[config.mk]
export PLATFORM = sky130hd
export DESIGN_NAME = lane_sprite_scheduler
export DESIGN_NICKNAME = d
export VERILOG_FILES = /design/src/rtl/lane_sprite_scheduler_pkg.sv /design/src/rtl/lane_sprite_scheduler_lfsr8.sv /design/src/rtl/lane_sprite_scheduler.sv
export SDC_FILE = /design/constraint.sdc
export NUM_CORES = 1
export LEC_CHECK = 0
export ABC_AREA = 1
export CAP_MARGIN = 20
export CELL_PAD_IN_SITES_DETAIL_PLACEMENT = 0
export CELL_PAD_IN_SITES_GLOBAL_PLACEMENT = 2
export CORE_MARGIN = 2
export CORE_UTILIZATION = 30
export CTS_CLUSTER_SIZE = 30
export DETAILED_ROUTE_END_ITERATION = 7
export PLACE_DENSITY = 0.87
export SLEW_MARGIN = 25
export SYNTH_ARGS = -nofsm -noshare
export SYNTH_HDL_FRONTEND = slang
export SYNTH_HIERARCHICAL = 1
export SYNTH_SLANG_ARGS = --single-unit
[constraint.sdc]
create_clock -name clk -period 5.1 [get_ports clk]
set_input_delay 1.02 -clock clk [delete_from_list [all_inputs] [get_ports clk]]
set_output_delay 1.02 -clock clk [all_outputs]
set_load 0.1 [all_outputs]
[src/rtl/lane_sprite_scheduler_pkg.sv]
// Shared constants, FSM encoding and helpers for the lane sprite scheduler.
// Screen geometry is expressed as offsets from the bullet and zombie origins.
package lane_sprite_scheduler_pkg;

  localparam int LANES = 4;
  localparam int POS_W = 11;

  localparam logic [POS_W-1:0] BULLET_X0 = 11'd120;
  localparam logic [POS_W-1:0] ZOMBIE_X0 = 11'd520;
  localparam logic [POS_W-1:0] SPRITE_W  = 11'd19;
  // Bullet right edge (BULLET_X0 + SPRITE_W + nb) meets zombie left edge (ZOMBIE_X0 - nz).
  localparam logic [POS_W-1:0] COLLIDE_SUM = ZOMBIE_X0 - BULLET_X0 - SPRITE_W;
  localparam logic [POS_W-1:0] EDGE_MAX    = 11'd520;

  localparam logic [7:0] LFSR_SEED = 8'hA5;

  typedef enum logic [1:0] {
    ST_IDLE = 2'd0,
    ST_LANE = 2'd1,
    ST_DONE = 2'd2
  } state_e;

  function automatic logic [7:0] sat_inc8(input logic [7:0] v);
    return (v == 8'hFF) ? v : v + 8'd1;
  endfunction

endpackage

[src/rtl/lane_sprite_scheduler_lfsr8.sv]
// 8-bit Fibonacci LFSR, x^8+x^6+x^5+x^4+1, shifting left with feedback into bit 0.
module lane_sprite_scheduler_lfsr8
  import lane_sprite_scheduler_pkg::*;
(
  input  logic       clk,
  input  logic       rst,
  input  logic       en,
  output logic [7:0] value
);

  logic [7:0] lfsr_r;

  // Shift register; advances only when enabled.
  always_ff @(posedge clk or posedge rst) begin
    if (rst) begin
      lfsr_r <= LFSR_SEED;
    end else if (en) begin
      lfsr_r <= {lfsr_r[6:0], lfsr_r[7] ^ lfsr_r[5] ^ lfsr_r[4] ^ lfsr_r[3]};
    end else begin
      lfsr_r <= lfsr_r;
    end
  end

  assign value = lfsr_r;

endmodule

[src/rtl/lane_sprite_scheduler.sv]
// Per-frame game-state controller: walks the four lanes one per clock through a
// single shared spawn/fire/move/collide datapath, then advances the frame counters.
module lane_sprite_scheduler
  import lane_sprite_scheduler_pkg::*;
#(
  parameter int BULLET_STEP  = 4,
  parameter int ZOMBIE_STEP  = 2,
  parameter int ZOMBIE_DIV   = 1,
  parameter int FIRE_PERIOD  = 32,
  parameter int ZOMBIE_HP    = 3,
  parameter int SPAWN_THRESH = 1
) (
  input  logic        clk,
  input  logic        rst,
  input  logic        frame_tick,
  input  logic        restart,
  input  logic [3:0]  plant_en,
  input  logic [3:0]  spawn_req,
  output logic [43:0] bullet_pos,
  output logic [3:0]  bullet_act,
  output logic [43:0] zomb_pos,
  output logic [3:0]  zomb_act,
  output logic [7:0]  score,
  output logic        game_over,
  output logic        busy,
  output logic        update_done
);

  localparam int FW  = (FIRE_PERIOD > 1) ? $clog2(FIRE_PERIOD) : 1;
  localparam int ZW  = (ZOMBIE_DIV > 1) ? $clog2(ZOMBIE_DIV) : 1;
  localparam int HPW = $clog2(ZOMBIE_HP + 1);
  localparam logic [POS_W-1:0] B_STEP    = POS_W'(BULLET_STEP);
  localparam logic [POS_W-1:0] Z_STEP    = POS_W'(ZOMBIE_STEP);
  localparam logic [FW-1:0]    FIRE_LAST = FW'(FIRE_PERIOD - 1);
  localparam logic [ZW-1:0]    ZDIV_LAST = ZW'(ZOMBIE_DIV - 1);
  localparam logic [HPW-1:0]   HP_FULL   = HPW'(ZOMBIE_HP);

  state_e           state_r;
  logic [1:0]       lane_idx_r;
  logic [FW-1:0]    fire_cnt_r;
  logic [ZW-1:0]    zdiv_cnt_r;
  logic [POS_W-1:0] bpos_r [LANES];
  logic [POS_W-1:0] zpos_r [LANES];
  logic [HPW-1:0]   hp_r   [LANES];
  logic [LANES-1:0] bact_r, zact_r;
  logic [7:0]       score_r;
  logic             game_over_r, busy_r, update_done_r;

  logic [7:0]       lfsr_s;
  logic             lfsr_unused_s;
  logic [POS_W-1:0] nb_s, nz_s;
  logic             nba_s, nza_s, kill_s, house_s;
  logic [HPW-1:0]   nhp_s;

  lane_sprite_scheduler_lfsr8 u_lfsr (
    .clk   (clk),
    .rst   (rst),
    .en    (state_r == ST_LANE),
    .value (lfsr_s)
  );

  assign lfsr_unused_s = ^lfsr_s[7:3];

  // Shared lane datapath: next bullet/zombie state for the lane selected by lane_idx_r.
  always_comb begin
    nb_s    = bpos_r[lane_idx_r];
    nba_s   = bact_r[lane_idx_r];
    nz_s    = zpos_r[lane_idx_r];
    nza_s   = zact_r[lane_idx_r];
    nhp_s   = hp_r[lane_idx_r];
    kill_s  = 1'b0;
    house_s = 1'b0;

    // A freshly spawned zombie or fired bullet holds still for its first frame.
    if (!zact_r[lane_idx_r] && (spawn_req[lane_idx_r] || int'(lfsr_s[2:0]) < SPAWN_THRESH)) begin
      nza_s = 1'b1;
      nz_s  = {POS_W{1'b0}};
      nhp_s = HP_FULL;
    end else if (zact_r[lane_idx_r] && zdiv_cnt_r == {ZW{1'b0}}) begin
      nz_s = zpos_r[lane_idx_r] + Z_STEP;
    end else begin
      nz_s = zpos_r[lane_idx_r];
    end

    if (plant_en[lane_idx_r] && !bact_r[lane_idx_r] && fire_cnt_r == {FW{1'b0}}) begin
      nba_s = 1'b1;
      nb_s  = {POS_W{1'b0}};
    end else if (bact_r[lane_idx_r]) begin
      nb_s = bpos_r[lane_idx_r] + B_STEP;
    end else begin
      nb_s = bpos_r[lane_idx_r];
    end

    if (nba_s && nza_s && (nb_s + nz_s >= COLLIDE_SUM)) begin
      nba_s = 1'b0;
      nb_s  = {POS_W{1'b0}};
      if (nhp_s <= HPW'(1)) begin
        nza_s  = 1'b0;
        nz_s   = {POS_W{1'b0}};
        nhp_s  = {HPW{1'b0}};
        kill_s = 1'b1;
      end else begin
        nhp_s = nhp_s - HPW'(1);
      end
    end else if (nba_s && nb_s >= EDGE_MAX) begin
      nba_s = 1'b0;
      nb_s  = {POS_W{1'b0}};
    end else begin
      kill_s = 1'b0;
    end

    if (nza_s && nz_s >= EDGE_MAX) begin
      nz_s    = EDGE_MAX;
      house_s = 1'b1;
    end else begin
      house_s = 1'b0;
    end
  end

  // Frame sequencer and all game state; restart clears everything but the LFSR.
  always_ff @(posedge clk or posedge rst) begin
    if (rst) begin
      state_r       <= ST_IDLE;
      lane_idx_r    <= 2'd0;
      fire_cnt_r    <= {FW{1'b0}};
      zdiv_cnt_r    <= {ZW{1'b0}};
      bact_r        <= {LANES{1'b0}};
      zact_r        <= {LANES{1'b0}};
      score_r       <= 8'd0;
      game_over_r   <= 1'b0;
      busy_r        <= 1'b0;
      update_done_r <= 1'b0;
      for (int i = 0; i < LANES; i++) begin
        bpos_r[i] <= {POS_W{1'b0}};
        zpos_r[i] <= {POS_W{1'b0}};
        hp_r[i]   <= {HPW{1'b0}};
      end
    end else if (restart) begin
      state_r       <= ST_IDLE;
      lane_idx_r    <= 2'd0;
      fire_cnt_r    <= {FW{1'b0}};
      zdiv_cnt_r    <= {ZW{1'b0}};
      bact_r        <= {LANES{1'b0}};
      zact_r        <= {LANES{1'b0}};
      score_r       <= 8'd0;
      game_over_r   <= 1'b0;
      busy_r        <= 1'b0;
      update_done_r <= 1'b0;
      for (int i = 0; i < LANES; i++) begin
        bpos_r[i] <= {POS_W{1'b0}};
        zpos_r[i] <= {POS_W{1'b0}};
        hp_r[i]   <= {HPW{1'b0}};
      end
    end else begin
      case (state_r)
        ST_IDLE: begin
          update_done_r <= 1'b0;
          if (frame_tick && !game_over_r) begin
            state_r    <= ST_LANE;
            lane_idx_r <= 2'd0;
            busy_r     <= 1'b1;
          end
        end
        ST_LANE: begin
          bpos_r[lane_idx_r] <= nb_s;
          bact_r[lane_idx_r] <= nba_s;
          zpos_r[lane_idx_r] <= nz_s;
          zact_r[lane_idx_r] <= nza_s;
          hp_r[lane_idx_r]   <= nhp_s;
          if (kill_s) score_r <= sat_inc8(score_r);
          if (house_s) game_over_r <= 1'b1;
          if (lane_idx_r == 2'(LANES - 1)) begin
            state_r       <= ST_DONE;
            update_done_r <= 1'b1;
          end else begin
            lane_idx_r <= lane_idx_r + 2'd1;
          end
        end
        ST_DONE: begin
          fire_cnt_r    <= (fire_cnt_r == FIRE_LAST) ? {FW{1'b0}} : fire_cnt_r + FW'(1);
          zdiv_cnt_r    <= (zdiv_cnt_r == ZDIV_LAST) ? {ZW{1'b0}} : zdiv_cnt_r + ZW'(1);
          state_r       <= ST_IDLE;
          busy_r        <= 1'b0;
          update_done_r <= 1'b0;
        end
        default: begin
          state_r       <= ST_IDLE;
          busy_r        <= 1'b0;
          update_done_r <= 1'b0;
        end
      endcase
    end
  end

  assign bullet_pos  = {bpos_r[3], bpos_r[2], bpos_r[1], bpos_r[0]};
  assign zomb_pos    = {zpos_r[3], zpos_r[2], zpos_r[1], zpos_r[0]};
  assign bullet_act  = bact_r;
  assign zomb_act    = zact_r;
  assign score       = score_r;
  assign game_over   = game_over_r;
  assign busy        = busy_r;
  assign update_done = update_done_r;

endmodule

==> flow_summary.html <==
<table>
<tr><th>Metric</th><th>Value</th></tr>
<tr><th colspan="2">Logic synthesis</th></tr>
<tr><td>Post-synth top area cell</td><td>dfrtp_1</td></tr>
<tr><td>Number of different library cells in the post-synthesis netlist</td><td>45</td></tr>
<tr><td>Post-Synthesis Cells</td><td>1,076</td></tr>
<tr><td>Number of warnings issued by yosys</td><td>6</td></tr>
<tr><td>Cell with the most instances after synthesis</td><td>nand2_1</td></tr>
<tr><td>Ys flop type</td><td>dfrtp_1</td></tr>
<tr><td>Post-synthesis instance area</td><td>7729 sq um</td></tr>
<tr><td>Number of storage elements in the synthesis netlist</td><td>132</td></tr>
<tr><td>Fraction of registers with async set or reset after synthesis</td><td>100.0%</td></tr>
<tr><td>Mapped Nets</td><td>1,109</td></tr>
<tr><td>Part of the Yosys area used for sequential elements</td><td>42.80%</td></tr>
<tr><td>Average footprint of a synthesized cell</td><td>7.183 sq um</td></tr>
<tr><td>Area fraction of the dominant cell type after synthesis</td><td>41.44%</td></tr>
<tr><td>Number of enable flip-flop cells after synthesis</td><td>0</td></tr>
<tr><td>Most frequent cells after synthesis</td><td>nand2_1, dfrtp_1, inv_1</td></tr>
<tr><td>Leading post-synthesis cells by cell area</td><td>dfrtp_1, nand2_1, nand3_1, inv_1, o21ai_0</td></tr>
<tr><th colspan="2">Placed design</th></tr>
<tr><td>Count of buffers inserted at the top-level ports</td><td>118</td></tr>
<tr><td>Weighted congestion reported at the end of routability-driven placement</td><td>0.8492</td></tr>
<tr><td>Detail Placement HPWL</td><td>19.21 mm</td></tr>
<tr><td>Worst-case setup slack after placement</td><td>0.04857 ns</td></tr>
<tr><th colspan="2">STA</th></tr>
<tr><td>WHS</td><td>0.4771 ns</td></tr>
<tr><td>Total Neg Setup Slack</td><td>0 ns</td></tr>
<tr><td>Number of max-slew violations in the final report</td><td>0</td></tr>
<tr><td>Worst relative slew slack</td><td>30.19%</td></tr>
<tr><td>RSZ-0062 raised after global routing</td><td>no</td></tr>
<tr><td>Pin slew with the least headroom to its limit</td><td>1.046 ns</td></tr>
<tr><td>Total of endpoints with negative setup slack in the final report</td><td>0</td></tr>
<tr><td>Final critical delay including setup and external delays</td><td>4.623 ns</td></tr>
<tr><td>Final setup skew</td><td>0.01112 ns</td></tr>
<tr><td>Period utilization</td><td>90.64%</td></tr>
<tr><td>Number of hold violations in the final report</td><td>0</td></tr>
<tr><td>Worst setup margin</td><td>0.4775 ns</td></tr>
<tr><td>Achievable frequency</td><td>216.3 MHz</td></tr>
<tr><th colspan="2">Route</th></tr>
<tr><td>Number of vias after detailed routing</td><td>7,580</td></tr>
<tr><td>Antenna-violating nets left</td><td>0</td></tr>
<tr><td>Detailed Route Iter0 Violations</td><td>513</td></tr>
<tr><td>Routed wire per std cell</td><td>17.71 um</td></tr>
<tr><td>Number of DRC violations after detailed routing</td><td>0</td></tr>
<tr><td>Average via count per standard cell</td><td>4.913</td></tr>
<tr><td>Number of detailed-route iterations in the first pass</td><td>5</td></tr>
<tr><td>Detailed-route wire length</td><td>27.33 mm</td></tr>
<tr><th colspan="2">Worst setup path</th></tr>
<tr><td>Category of the critical setup timing path</td><td>reg -&gt; reg</td></tr>
<tr><td>Startpoint kind of the worst setup timing path</td><td>register</td></tr>
<tr><td>Cell mode on critical path</td><td>nand2_1</td></tr>
<tr><td>WP data required</td><td>5.46 ns</td></tr>
<tr><td>Worst path max stage delay</td><td>0.42 ns</td></tr>
<tr><td>Critical path capture point type</td><td>register</td></tr>
<tr><td>Critical Path Slowest Stage Cell</td><td>dfrtp_2</td></tr>
<tr><td>Worst-path maximum fanout</td><td>30</td></tr>
<tr><td>Arrival time worst endpoint</td><td>4.98 ns</td></tr>
<tr><th colspan="2">Floorplanning</th></tr>
<tr><td>Total Die Area</td><td>27,060 sq um</td></tr>
<tr><td>Row cnt</td><td>58</td></tr>
<tr><td>I/O pin total</td><td>119</td></tr>
<tr><td>Die span in y</td><td>164.5 um</td></tr>
<tr><td>Starting density of the core</td><td>30.60%</td></tr>
<tr><td>Width of the chip</td><td>164.5 um</td></tr>
<tr><td>Core area</td><td>25,250 sq um</td></tr>
<tr><th colspan="2">Power and ir drop</th></tr>
<tr><td>Static leakage power</td><td>4.798 nW</td></tr>
<tr><td>Pwr/cell area</td><td>289.4 nW/um^2</td></tr>
<tr><td>Peak supply drop</td><td>0.1777 mV</td></tr>
<tr><th colspan="2">Clock tree</th></tr>
<tr><td>Clock network latency to the later pin of the worst-skew pair</td><td>0.43 ns</td></tr>
<tr><td>Hold-fix buffers, CTS</td><td>0</td></tr>
<tr><td>Maximum clock path buffer count</td><td>2</td></tr>
<tr><td>H-tree level count</td><td>4</td></tr>
<tr><td>Number of clock sinks</td><td>132</td></tr>
<tr><td>Clock tree from TritonCTS</td><td>yes</td></tr>
<tr><td>Setup fix buffers added after clock tree synthesis</td><td>0</td></tr>
<tr><td>Count of cells resized by post-cts repair</td><td>0</td></tr>
<tr><td>Number of buffers inserted during clock tree synthesis</td><td>17</td></tr>
<tr><td>Clock-pin slew reported for the worst setup and hold paths after clock tree synthesis</td><td>0.06 ns</td></tr>
<tr><td>Cell at the root of the clock tree</td><td>clkbuf_16</td></tr>
<tr><th colspan="2">Finish</th></tr>
<tr><td>Area growth from synthesis to layout</td><td>29.24%</td></tr>
<tr><td>End-of-flow core utilization</td><td>39.55%</td></tr>
<tr><td>Antenna Diode Count</td><td>0</td></tr>
<tr><td>Share of cells above drive strength 1</td><td>9.151%</td></tr>
<tr><td>Number of nets at the end of the flow</td><td>1,233</td></tr>
<tr><th colspan="2">Status</th></tr>
<tr><td>Result of the run</td><td>finished, final reports clean</td></tr>
<tr><th colspan="2">Global routing</th></tr>
<tr><td>GRT Total Usage</td><td>20.65%</td></tr>
<tr><td>Overall overflow remaining after global route</td><td>0</td></tr>
<tr><td>Wire length of the first global-routing pass</td><td>42.51 mm</td></tr>
<tr><td>Via count of the first global-routing pass</td><td>7,549</td></tr>
<tr><td>Antenna violations before repair</td><td>0</td></tr>
<tr><td>Largest net degree at the start of global routing</td><td>64</td></tr>
<tr><th colspan="2">Min path</th></tr>
<tr><td>Type of the worst min-delay path</td><td>reg -&gt; reg</td></tr>
<tr><th colspan="2">Run</th></tr>
<tr><td>Max capacitance violation total</td><td>0</td></tr>
</table>
-- cells by family after synthesis --
kind of cell	Yosys count	share of synthesized area, %
compound gates	157	11.09
xor+xnor	6	0.6801
fa+ha+maj	21	3.497
buf+inv	167	9.195
flops	132	42.80
simple gates	593	32.73
-- per-stage QoR --
step	cell area [sq um]	cells	total power, mW
after floorplan	7729	1076	1.399
after global placement	9325	1511	1.548
after detailed placement	9325	1511	1.547
after CTS	9962	1543	2.916
after global routing	9988	1543	3.006
final	9988	1543	2.891
-- registers in the layout (all words and copies together), names as in the netlist --
name          count
state_r           2
score             8
zomb_act          4
busy              1
fire_cnt_r        5
zomb_pos         44
game_over         1
hp_r              8
bullet_pos       44
bullet_act        4
update_done       1
lane_idx_r        2
u_lfsr/value      8
-- critical path, delay by kind of cell, from the launching register on --
family                     cells  cell delay (ns)
DFF                            1             0.42
and+or+nand+nor               20             2.43
buffers and inverters          4             0.62
adders and majority gates      2             0.54
AOI/OAI and AO/OA              3             0.50
-- path summary, 6_finish.rpt --
| kind | startpoint | end | slack, ns | cells after the start |
|---|---|---|---|---|
| max in group asynchronous | rst | zomb_pos[18] | 3.14 | 3 |
| setup reg to reg | lane_idx_r[0] | zomb_pos[7] | 0.48 | 29 |
| hold / removal | u_lfsr/value[2] | u_lfsr/value[2] | 0.48 | 2 |
| hold reg to reg | u_lfsr/value[2] | u_lfsr/value[2] | 0.48 | 2 |
| min in group asynchronous | rst | u_lfsr/value[3] | 0.93 | 2 |
| setup / recovery | lane_idx_r[0] | zomb_pos[7] | 0.48 | 29 |
-- cell usage in the layout, fill, tap and decap left out, drive strengths merged --
| master | Yosys | routed |
|---|---|---|
| bufinv | 0 | 4 |
| or2 | 2 | 2 |
| and2 | 1 | 1 |
| buf | 23 | 28 |
| clkinvlp | 0 | 2 |
| o211ai | 2 | 2 |
| nand4 | 10 | 10 |
| ha | 20 | 20 |
| dfrtp | 128 | 128 |
| nor4 | 2 | 2 |
| a21oi | 39 | 39 |
| o41ai | 2 | 2 |
| a211oi | 2 | 2 |
| xor2 | 3 | 3 |
| a31oi | 3 | 3 |
| inv | 123 | 129 |
| nand2 | 407 | 407 |
| a22oi | 1 | 1 |
| clkinv | 3 | 5 |
| dfstp | 4 | 4 |
| xnor2 | 3 | 3 |
| nand3 | 109 | 109 |
| a21o | 1 | 1 |
| fa | 1 | 1 |
| o22ai | 21 | 21 |
| clkbuf | 18 | 18 |
| and3 | 1 | 1 |
| nor3 | 8 | 8 |
| o21ai | 85 | 85 |
| a221oi | 1 | 1 |
| clkdlybuf4s50 | 0 | 118 |
| nor2 | 53 | 53 |
-- where the power goes --
group	internal, mW	switching, mW	leakage (nW)	total (mW)
clock	0.839	0.519	0.309	1.36
sequential	1.06	0.0109	1.82	1.07
combinational	0.112	0.348	2.67	0.461
total	2.01	0.878	4.80	2.89
-- per-layer routing --
metal	wire length, um	GRT usage [%]	share of wire (%)
met3	1159	3.641	4.2
met5	0	0	0
met4	365	5.771	1.3
met1	12770	28.10	47
met2	13040	33.80	48
-- area by class of cell --
class	count	area, sq um
Timing Repair Buffer	146	1424
Tap cell	330	412.9
Clock buffer	18	439.2
Fill cell	2656	15270
Inverter	126	479.2
Sequential cell	132	3309
Clock inverter	14	197.7
Multi-Input combinational cell	777	3726
Power figures use the tool's default switching activity.
